File: src/rtl/pipeline_muldiv_pkg.sv
// Shared op encodings, FSM state type and sizing helpers for the multiply/divide unit.
// Latency: n/a (declarations only).
// Backpressure: n/a.
package pipeline_muldiv_pkg;

    localparam logic [3:0] OP_NOP   = 4'd0;
    localparam logic [3:0] OP_MULT  = 4'd1;
    localparam logic [3:0] OP_MULTU = 4'd2;
    localparam logic [3:0] OP_DIV   = 4'd3;
    localparam logic [3:0] OP_DIVU  = 4'd4;
    localparam logic [3:0] OP_MTHI  = 4'd5;
    localparam logic [3:0] OP_MTLO  = 4'd6;
    localparam logic [3:0] OP_MADD  = 4'd7;
    localparam logic [3:0] OP_MADDU = 4'd8;
    localparam logic [3:0] OP_MSUB  = 4'd9;
    localparam logic [3:0] OP_MSUBU = 4'd10;

    typedef enum logic [1:0] {
        ST_IDLE    = 2'd0,
        ST_MUL     = 2'd1,
        ST_DIV     = 2'd2,
        ST_DIV_FIX = 2'd3
    } state_e;

    // How a finished product is folded into {HI,LO}
    typedef enum logic [1:0] {
        ACC_NONE = 2'd0,
        ACC_ADD  = 2'd1,
        ACC_SUB  = 2'd2
    } acc_e;

    // Divider iteration count at the default geometry; instances with other
    // parameters size themselves through div_cycles().
    localparam int DEF_XLEN       = 32;
    localparam int DEF_DIV_UNROLL = 1;
    localparam int DIV_CYCLES     = DEF_XLEN / DEF_DIV_UNROLL;

    function automatic int div_cycles(input int xlen, input int unroll);
        return xlen / unroll;
    endfunction

    function automatic logic is_mul_op(input logic [3:0] op);
        return (op == OP_MULT) || (op == OP_MULTU) || (op == OP_MADD) ||
               (op == OP_MADDU) || (op == OP_MSUB) || (op == OP_MSUBU);
    endfunction

    function automatic logic is_div_op(input logic [3:0] op);
        return (op == OP_DIV) || (op == OP_DIVU);
    endfunction

    // Ops whose operands are interpreted as two's complement
    function automatic logic is_signed_op(input logic [3:0] op);
        return (op == OP_MULT) || (op == OP_DIV) || (op == OP_MADD) || (op == OP_MSUB);
    endfunction

    function automatic logic is_known_op(input logic [3:0] op);
        return (op != OP_NOP) && (op <= OP_MSUBU);
    endfunction

    function automatic acc_e acc_mode(input logic [3:0] op);
        if ((op == OP_MADD) || (op == OP_MADDU)) return ACC_ADD;
        if ((op == OP_MSUB) || (op == OP_MSUBU)) return ACC_SUB;
        return ACC_NONE;
    endfunction

endpackage

File: src/rtl/pipeline_muldiv_div_iter.sv
// One combinational restoring-division step resolving UNROLL quotient bits.
// Latency: 0 cycles (pure combinational).
// Backpressure: none; the caller registers the outputs each divider cycle.
module pipeline_muldiv_div_iter #(
    parameter int XLEN   = 32,
    parameter int UNROLL = 1
) (
    input  logic [XLEN-1:0]   rem,
    input  logic [UNROLL-1:0] dvd_top,
    input  logic [XLEN-1:0]   dsr,
    output logic [XLEN-1:0]   rem_next,
    output logic [UNROLL-1:0] quo_bits
);

    logic [XLEN:0] part;
    logic [XLEN:0] trial;

    // Shift in dividend bits MSB first; subtract divisor whenever it fits.
    // The partial remainder stays below the divisor, so one extra bit of
    // headroom is enough for the trial value.
    always_comb begin
        part     = {1'b0, rem};
        trial    = '0;
        quo_bits = '0;
        for (int i = 0; i < UNROLL; i++) begin
            trial = {part[XLEN-1:0], dvd_top[UNROLL-1-i]};
            if (trial >= {1'b0, dsr}) begin
                part                 = trial - {1'b0, dsr};
                quo_bits[UNROLL-1-i] = 1'b1;
            end else begin
                part = trial;
            end
        end
        rem_next = part[XLEN-1:0];
    end

endmodule

File: src/rtl/pipeline_muldiv.sv
// Multiply/divide unit owning HI/LO: retimed multiplier plus iterative restoring divider.
// Latency: MUL_LATENCY cycles for multiply-class, XLEN/DIV_UNROLL+1 for divide, MTHI/MTLO on the accept edge.
// Backpressure: req_ready = !busy && !flush; one op in flight, no queueing.
module pipeline_muldiv
    import pipeline_muldiv_pkg::*;
#(
    parameter int XLEN        = 32,
    parameter int MUL_LATENCY = 2,
    parameter int DIV_UNROLL  = 1
) (
    input  logic            clk,
    input  logic            rst,
    input  logic            req_valid,
    output logic            req_ready,
    input  logic [3:0]      req_op,
    input  logic [XLEN-1:0] req_a,
    input  logic [XLEN-1:0] req_b,
    input  logic            flush,
    output logic [XLEN-1:0] hi,
    output logic [XLEN-1:0] lo,
    output logic            busy,
    output logic            done,
    output logic            op_err
);

    localparam int DIV_CYC = div_cycles(XLEN, DIV_UNROLL);
    localparam int CNT_W   = $clog2(DIV_CYC) + 1;
    localparam logic [CNT_W-1:0] MUL_LOAD = CNT_W'(MUL_LATENCY - 1);
    localparam logic [CNT_W-1:0] DIV_LOAD = CNT_W'(DIV_CYC - 1);

    state_e            state_q, state_d;
    logic [CNT_W-1:0]  cnt_q;
    logic [XLEN-1:0]   hi_q, lo_q;
    logic              done_q, op_err_q;
    acc_e              acc_q;

    logic              accept, acc_mul, acc_div;
    logic              mul_wr, div_wr;

    logic [2*XLEN-1:0] ext_a, ext_b, prod, mul_res;
    logic [2*XLEN-1:0] mul_pipe [MUL_LATENCY];

    logic              a_neg, b_neg;
    logic [XLEN-1:0]   a_mag, b_mag;
    logic [XLEN-1:0]   rem_q, dvd_q, dsr_q;
    logic [XLEN-1:0]   rem_step, quo_fix, rem_fix;
    logic [DIV_UNROLL-1:0] quo_step;
    logic              neg_quo_q, neg_rem_q, dzero_q;

    assign busy      = (state_q != ST_IDLE);
    assign req_ready = !busy && !flush;
    assign accept    = req_valid && req_ready;
    assign acc_mul   = accept && is_mul_op(req_op);
    assign acc_div   = accept && is_div_op(req_op);

    assign hi     = hi_q;
    assign lo     = lo_q;
    assign done   = done_q;
    assign op_err = op_err_q;

    // State register
    always_ff @(posedge clk or negedge rst) begin
        if (!rst) state_q <= ST_IDLE;
        else      state_q <= state_d;
    end

    // Next state and HI/LO write strobes; flush wins over every transition
    always_comb begin
        state_d = state_q;
        mul_wr  = 1'b0;
        div_wr  = 1'b0;
        unique case (state_q)
            ST_IDLE: begin
                if (acc_mul)      state_d = ST_MUL;
                else if (acc_div) state_d = ST_DIV;
            end
            ST_MUL: begin
                if (cnt_q == '0) begin
                    state_d = ST_IDLE;
                    mul_wr  = 1'b1;
                end
            end
            ST_DIV: begin
                if (cnt_q == '0) state_d = ST_DIV_FIX;
            end
            ST_DIV_FIX: begin
                state_d = ST_IDLE;
                div_wr  = 1'b1;
            end
            default: state_d = ST_IDLE;
        endcase
        if (flush) begin
            state_d = ST_IDLE;
            mul_wr  = 1'b0;
            div_wr  = 1'b0;
        end
    end

    // Cycle counter: loaded on accept, counts down while an op is in flight
    always_ff @(posedge clk or negedge rst) begin
        if (!rst) begin
            cnt_q <= '0;
        end else if (acc_mul) begin
            cnt_q <= MUL_LOAD;
        end else if (acc_div) begin
            cnt_q <= DIV_LOAD;
        end else if (((state_q == ST_MUL) || (state_q == ST_DIV)) && (cnt_q != '0)) begin
            cnt_q <= cnt_q - CNT_W'(1);
        end
    end

    // Full-width product of the request operands, sign- or zero-extended
    always_comb begin
        if (is_signed_op(req_op)) begin
            ext_a = {{XLEN{req_a[XLEN-1]}}, req_a};
            ext_b = {{XLEN{req_b[XLEN-1]}}, req_b};
        end else begin
            ext_a = {{XLEN{1'b0}}, req_a};
            ext_b = {{XLEN{1'b0}}, req_b};
        end
        prod = ext_a * ext_b;
    end

    // Product captured at accept, then carried through retiming stages
    always_ff @(posedge clk) begin
        if (acc_mul) mul_pipe[0] <= prod;
        for (int i = 1; i < MUL_LATENCY; i++) mul_pipe[i] <= mul_pipe[i-1];
    end

    // HI/LO cannot change while a multiply is in flight, so the live
    // registers are the accumulate base captured at accept.
    always_comb begin
        unique case (acc_q)
            ACC_ADD: mul_res = {hi_q, lo_q} + mul_pipe[MUL_LATENCY-1];
            ACC_SUB: mul_res = {hi_q, lo_q} - mul_pipe[MUL_LATENCY-1];
            default: mul_res = mul_pipe[MUL_LATENCY-1];
        endcase
    end

    // Operand magnitudes for the divider
    always_comb begin
        a_neg = is_signed_op(req_op) && req_a[XLEN-1];
        b_neg = is_signed_op(req_op) && req_b[XLEN-1];
        a_mag = a_neg ? -req_a : req_a;
        b_mag = b_neg ? -req_b : req_b;
    end

    pipeline_muldiv_div_iter #(
        .XLEN   (XLEN),
        .UNROLL (DIV_UNROLL)
    ) u_div_iter (
        .rem      (rem_q),
        .dvd_top  (dvd_q[XLEN-1 -: DIV_UNROLL]),
        .dsr      (dsr_q),
        .rem_next (rem_step),
        .quo_bits (quo_step)
    );

    // Divider datapath: dvd_q shifts the dividend out and the quotient in
    always_ff @(posedge clk) begin
        if (acc_div) begin
            rem_q     <= '0;
            dvd_q     <= a_mag;
            dsr_q     <= b_mag;
            neg_quo_q <= a_neg ^ b_neg;
            neg_rem_q <= a_neg;
            dzero_q   <= (req_b == '0);
        end else if (state_q == ST_DIV) begin
            rem_q <= rem_step;
            dvd_q <= {dvd_q[XLEN-DIV_UNROLL-1:0], quo_step};
        end
    end

    // Sign fix-up. A zero divisor leaves the remainder equal to the dividend
    // magnitude, so the dividend-sign rule already yields HI = dividend;
    // only the quotient needs forcing to all-ones.
    always_comb begin
        rem_fix = neg_rem_q ? -rem_q : rem_q;
        if (dzero_q)        quo_fix = '1;
        else if (neg_quo_q) quo_fix = -dvd_q;
        else                quo_fix = dvd_q;
    end

    // Architectural HI/LO; MTHI/MTLO only accept while idle so never collide
    always_ff @(posedge clk or negedge rst) begin
        if (!rst) begin
            hi_q <= '0;
            lo_q <= '0;
        end else if (mul_wr) begin
            {hi_q, lo_q} <= mul_res;
        end else if (div_wr) begin
            hi_q <= rem_fix;
            lo_q <= quo_fix;
        end else if (accept && (req_op == OP_MTHI)) begin
            hi_q <= req_a;
        end else if (accept && (req_op == OP_MTLO)) begin
            lo_q <= req_a;
        end
    end

    // Completion / error pulses and the accumulate mode of the pending multiply
    always_ff @(posedge clk or negedge rst) begin
        if (!rst) begin
            done_q   <= 1'b0;
            op_err_q <= 1'b0;
            acc_q    <= ACC_NONE;
        end else begin
            done_q   <= mul_wr || div_wr;
            op_err_q <= accept && !is_known_op(req_op);
            if (acc_mul) acc_q <= acc_mode(req_op);
        end
    end

endmodule

File: config.mk
export PLATFORM = sky130hd
export DESIGN_NAME = pipeline_muldiv
export DESIGN_NICKNAME = d
export VERILOG_FILES = /design/src/rtl/pipeline_muldiv_pkg.sv /design/src/rtl/pipeline_muldiv_div_iter.sv /design/src/rtl/pipeline_muldiv.sv
export SDC_FILE = /design/constraint.sdc
export NUM_CORES = 2
export LEC_CHECK = 0
export CORE_MARGIN = 2
export CORE_UTILIZATION = 45
export DETAILED_ROUTE_END_ITERATION = 10
export GPL_TIMING_DRIVEN = 0
export PLACE_DENSITY = 0.65
export SETUP_SLACK_MARGIN = 0.2
export SYNTH_ARGS = -nofsm -noshare
export SYNTH_HDL_FRONTEND = slang
export SYNTH_SLANG_ARGS = --single-unit
File: constraint.sdc
create_clock -name clk -period 10.51 [get_ports clk]
set_input_delay 1.5765 -clock clk [delete_from_list [all_inputs] [get_ports clk]]
set_output_delay 1.5765 -clock clk [all_outputs]
set_load 0.1 [all_outputs]
==> results.py <==
metrics = {
    "global_routing": {
        "grt_max_degree": 43,
        "grt_antenna_before_repair": 37,
        "grt_pass1_vias": 58030,
        "grt_util_all_layers_pct": 35.95,
        "grt_pass1_wl_um": 395000,
        "grt_remaining_overflow": 0,
    },
    "synth": {
        "netlist_area_mm2": 0.06804,
        "synth.distinct_cells": 92,
        "syn-num-nets": 9453,
        "synth_warnings": 0,
        "synth_top_cell_area_share_pct": 41.72,
        "synthFlopType": "edfxtp_1",
        "synthTopCellsByArea": "fa_1 42%, inv_1 9.3%, ha_1 7.8%",
        "syn_avg_cell_area_um2": 9.023,
        "yosys.area.top_type": "fa_1",
        "ys_seq_area_share_pct": 11.40,
        "synth-seq-cells": 303,
        "synthArstFlopShare_pct": 25.08,
        "synth_edf_count": 131,
        "syn_inst": 7540,
    },
    "sta": {
        "relSlewSlack_pct": -5.057,
        "slew_violations": 3,
        "setup_slack_ns": -0.2029,
        "fin_setup_tns_ns": -0.4368,
        "hold_ws_ns": 0.3357,
        "finClkSkew_ns": 0.04808,
        "rsz0062_at_grt": "true",
        "tightest_slew_ns": 1.561,
        "setup_violations": 6,
        "hold_viol": 0,
        "fin_crit_ns": 10.71,
        "fmax_ghz": 0.09335,
        "post-route-period-util_pct": 101.9,
    },
    "clock_tree": {
        "tritoncts": "built",
        "cts_buffers": 39,
        "numClockSinks": 303,
        "clk_latency_ns": 0.60,
        "path_clk_slew_ns": 0.06,
        "h-tree-depth": 2,
        "root_buffer": "clkbuf_16",
        "cts_hold_buf": 0,
        "clockBufferDepth": 3,
    },
    "floorplan": {
        "initial_core_util_pct": 45.37,
        "dieHeight_um": 392.8,
        "dieArea_mm2": 0.1543,
        "die_w_um": 392.8,
        "coreArea_mm2": 0.1500,
        "num_rows": 142,
        "io_pins": 140,
    },
    "worst_setup_path": {
        "critical_path_class": "in -> reg",
        "path_common_cell": "fa_1",
        "slowest_stage": "fa_1",
        "worst_setup_path_start_kind": "primary input",
        "slowest_delay_ns": 0.64,
        "cp_max_fo": 13,
        "cp_data_arrival_time_ns": 11.01,
        "crit_path_end_kind": "flip-flop",
        "worstPathRequired_ns": 10.81,
    },
    "placed_design": {
        "placed_cells": 9661,
        "numPortBuffers": 98,
        "place_congestion": 1.036,
        "dpl.hpwl_um": 229400,
    },
    "detailed_routing": {
        "drc": 0,
        "first_pass_iters": 7,
        "drt-total-wl_um": 273400,
        "ant_nets": 0,
        "wl_per_cell_um": 27.84,
        "met3_length_um": 30620,
        "route.met2.wl_um": 120300,
        "drt_iter0_markers": 5841,
        "num_vias": 56150,
        "top_layer": "met5",
        "drt-met1-wl_um": 102300,
        "vias_per_cell": 5.718,
    },
    "finish": {
        "postLayoutCoreUtil_pct": 50.21,
        "nNetsFinal": 9661,
        "final_common_cell": "inv_1",
        "area_delta_synth_final_pct": 10.66,
        "layoutNonFillerInstCount": 9820,
        "mostFrequentLayoutCells": "1659 x inv_1, 1391 x fa_1, 974 x nand2_1",
        "fillers": 14290,
        "layout-drive-gt1-share_pct": 6.955,
    },
    "outcome": {
        "violations": "capacitance limit, slew limit, setup timing",
        "status": "complete, but fails checks",
    },
    "min_path": {
        "hp-class": "reg -> reg",
    },
    "run": {
        "maxCapViolCount": 1,
    },
}
[cells by family after synthesis]
group                      Yosys count  share of synthesized area (%)
AOI/OAI and AO/OA                  963                          8.938
adders and majority gates         1843                          49.53
DFF                                303                          11.40
buffers and inverters             2077                          11.46
and+or+nand+nor                   1946                          13.35
xor gates and xnor gates           380                          4.903
muxes                               28                         0.4119
[sequential cells by signal, indices dropped and copies added (netlist names), 2 cells and up]
name      count
rem_q        32
cnt_q         6
hi           32
lo           32
state_q       2
acc_q         2
dsr_q        32
dvd_q        32
mul_pipe    128
[metal layers]
| layer | vias up | global-route usage (%) |
|---|---|---|
| li1 | 23540 | - |
| met4 | 14 | 21.98 |
| met3 | 767 | 8.315 |
| met1 | 28550 | 45.81 |
| met2 | 3288 | 55.55 |
| met5 | - | 0 |
[through the flow]
step	cell area, µm²	worst slack, ns
after floorplan	68070	0.2007
after global placement	71580	-3.404
after detailed placement	71750	-3.306
after CTS	74700	-0.09543
after global routing	75230	-0.2292
final	75290	-0.2029
[worst max-delay path: cells and delay by family]
kind / cells / cell delay [ns]
adder cells (fa/ha/maj): 11 / 5.27
XOR/XNOR: 1 / 0.13
AO/OA/AOI/OAI: 9 / 1.99
buffers and inverters: 7 / 1.53
AND/OR/NAND/NOR: 2 / 0.45
[worst paths after layout]
check                                startpoint               end  slack [ns]  cells past startpoint
worst max-delay path                   req_b[9]   mul_pipe[0][59]       -0.20                     30
worst min-delay path            mul_pipe[0][46]  mul_pipe[0][110]        0.34                      0
worst max register to register  mul_pipe[0][69]            hi[31]        2.22                     23
worst min register to register  mul_pipe[0][46]  mul_pipe[0][110]        0.34                      0
max in group asynchronous                   rst            hi[31]        8.91                      2
min in group asynchronous                   rst             hi[5]        0.98                      1
[area by class of cell]
type	instances	area, µm²	area share (%)
Antenna cell	25	62.56	0.08310
Buffer	393	2544	3.379
Clock buffer	51	1094	1.453
Clock inverter	21	241.5	0.3208
Inverter	1684	6350	8.434
Multi-Input combinational cell	5160	53060	70.47
Sequential cell	303	7757	10.30
Tap cell	2016	2522	3.350
Timing Repair Buffer	167	1659	2.204
[synthesized netlist by cell type, drive strengths merged, types with 96 or more instances]
| cell | number |
|---|---|
| a21o | 108 |
| a21oi | 263 |
| and2 | 333 |
| clkbuf | 318 |
| dfxtp | 96 |
| edfxtp | 131 |
| fa | 1418 |
| ha | 423 |
| inv | 1683 |
| nand2 | 984 |
| nor2 | 243 |
| o21ai | 242 |
| xnor2 | 239 |
| xor2 | 141 |
[repair_timing]
action	4_1_cts	5_1_grt
resized for setup	557	210
setup buffers	40	22
pin swaps	45	57
setup endpoints to repair	42	22
gates cloned	0	0
endpoints found under the hold margin	0	0
Power is left out: the tool's default activity adds up to more than one toggle a clock period on the data nets, which glitch-free logic cannot reach.
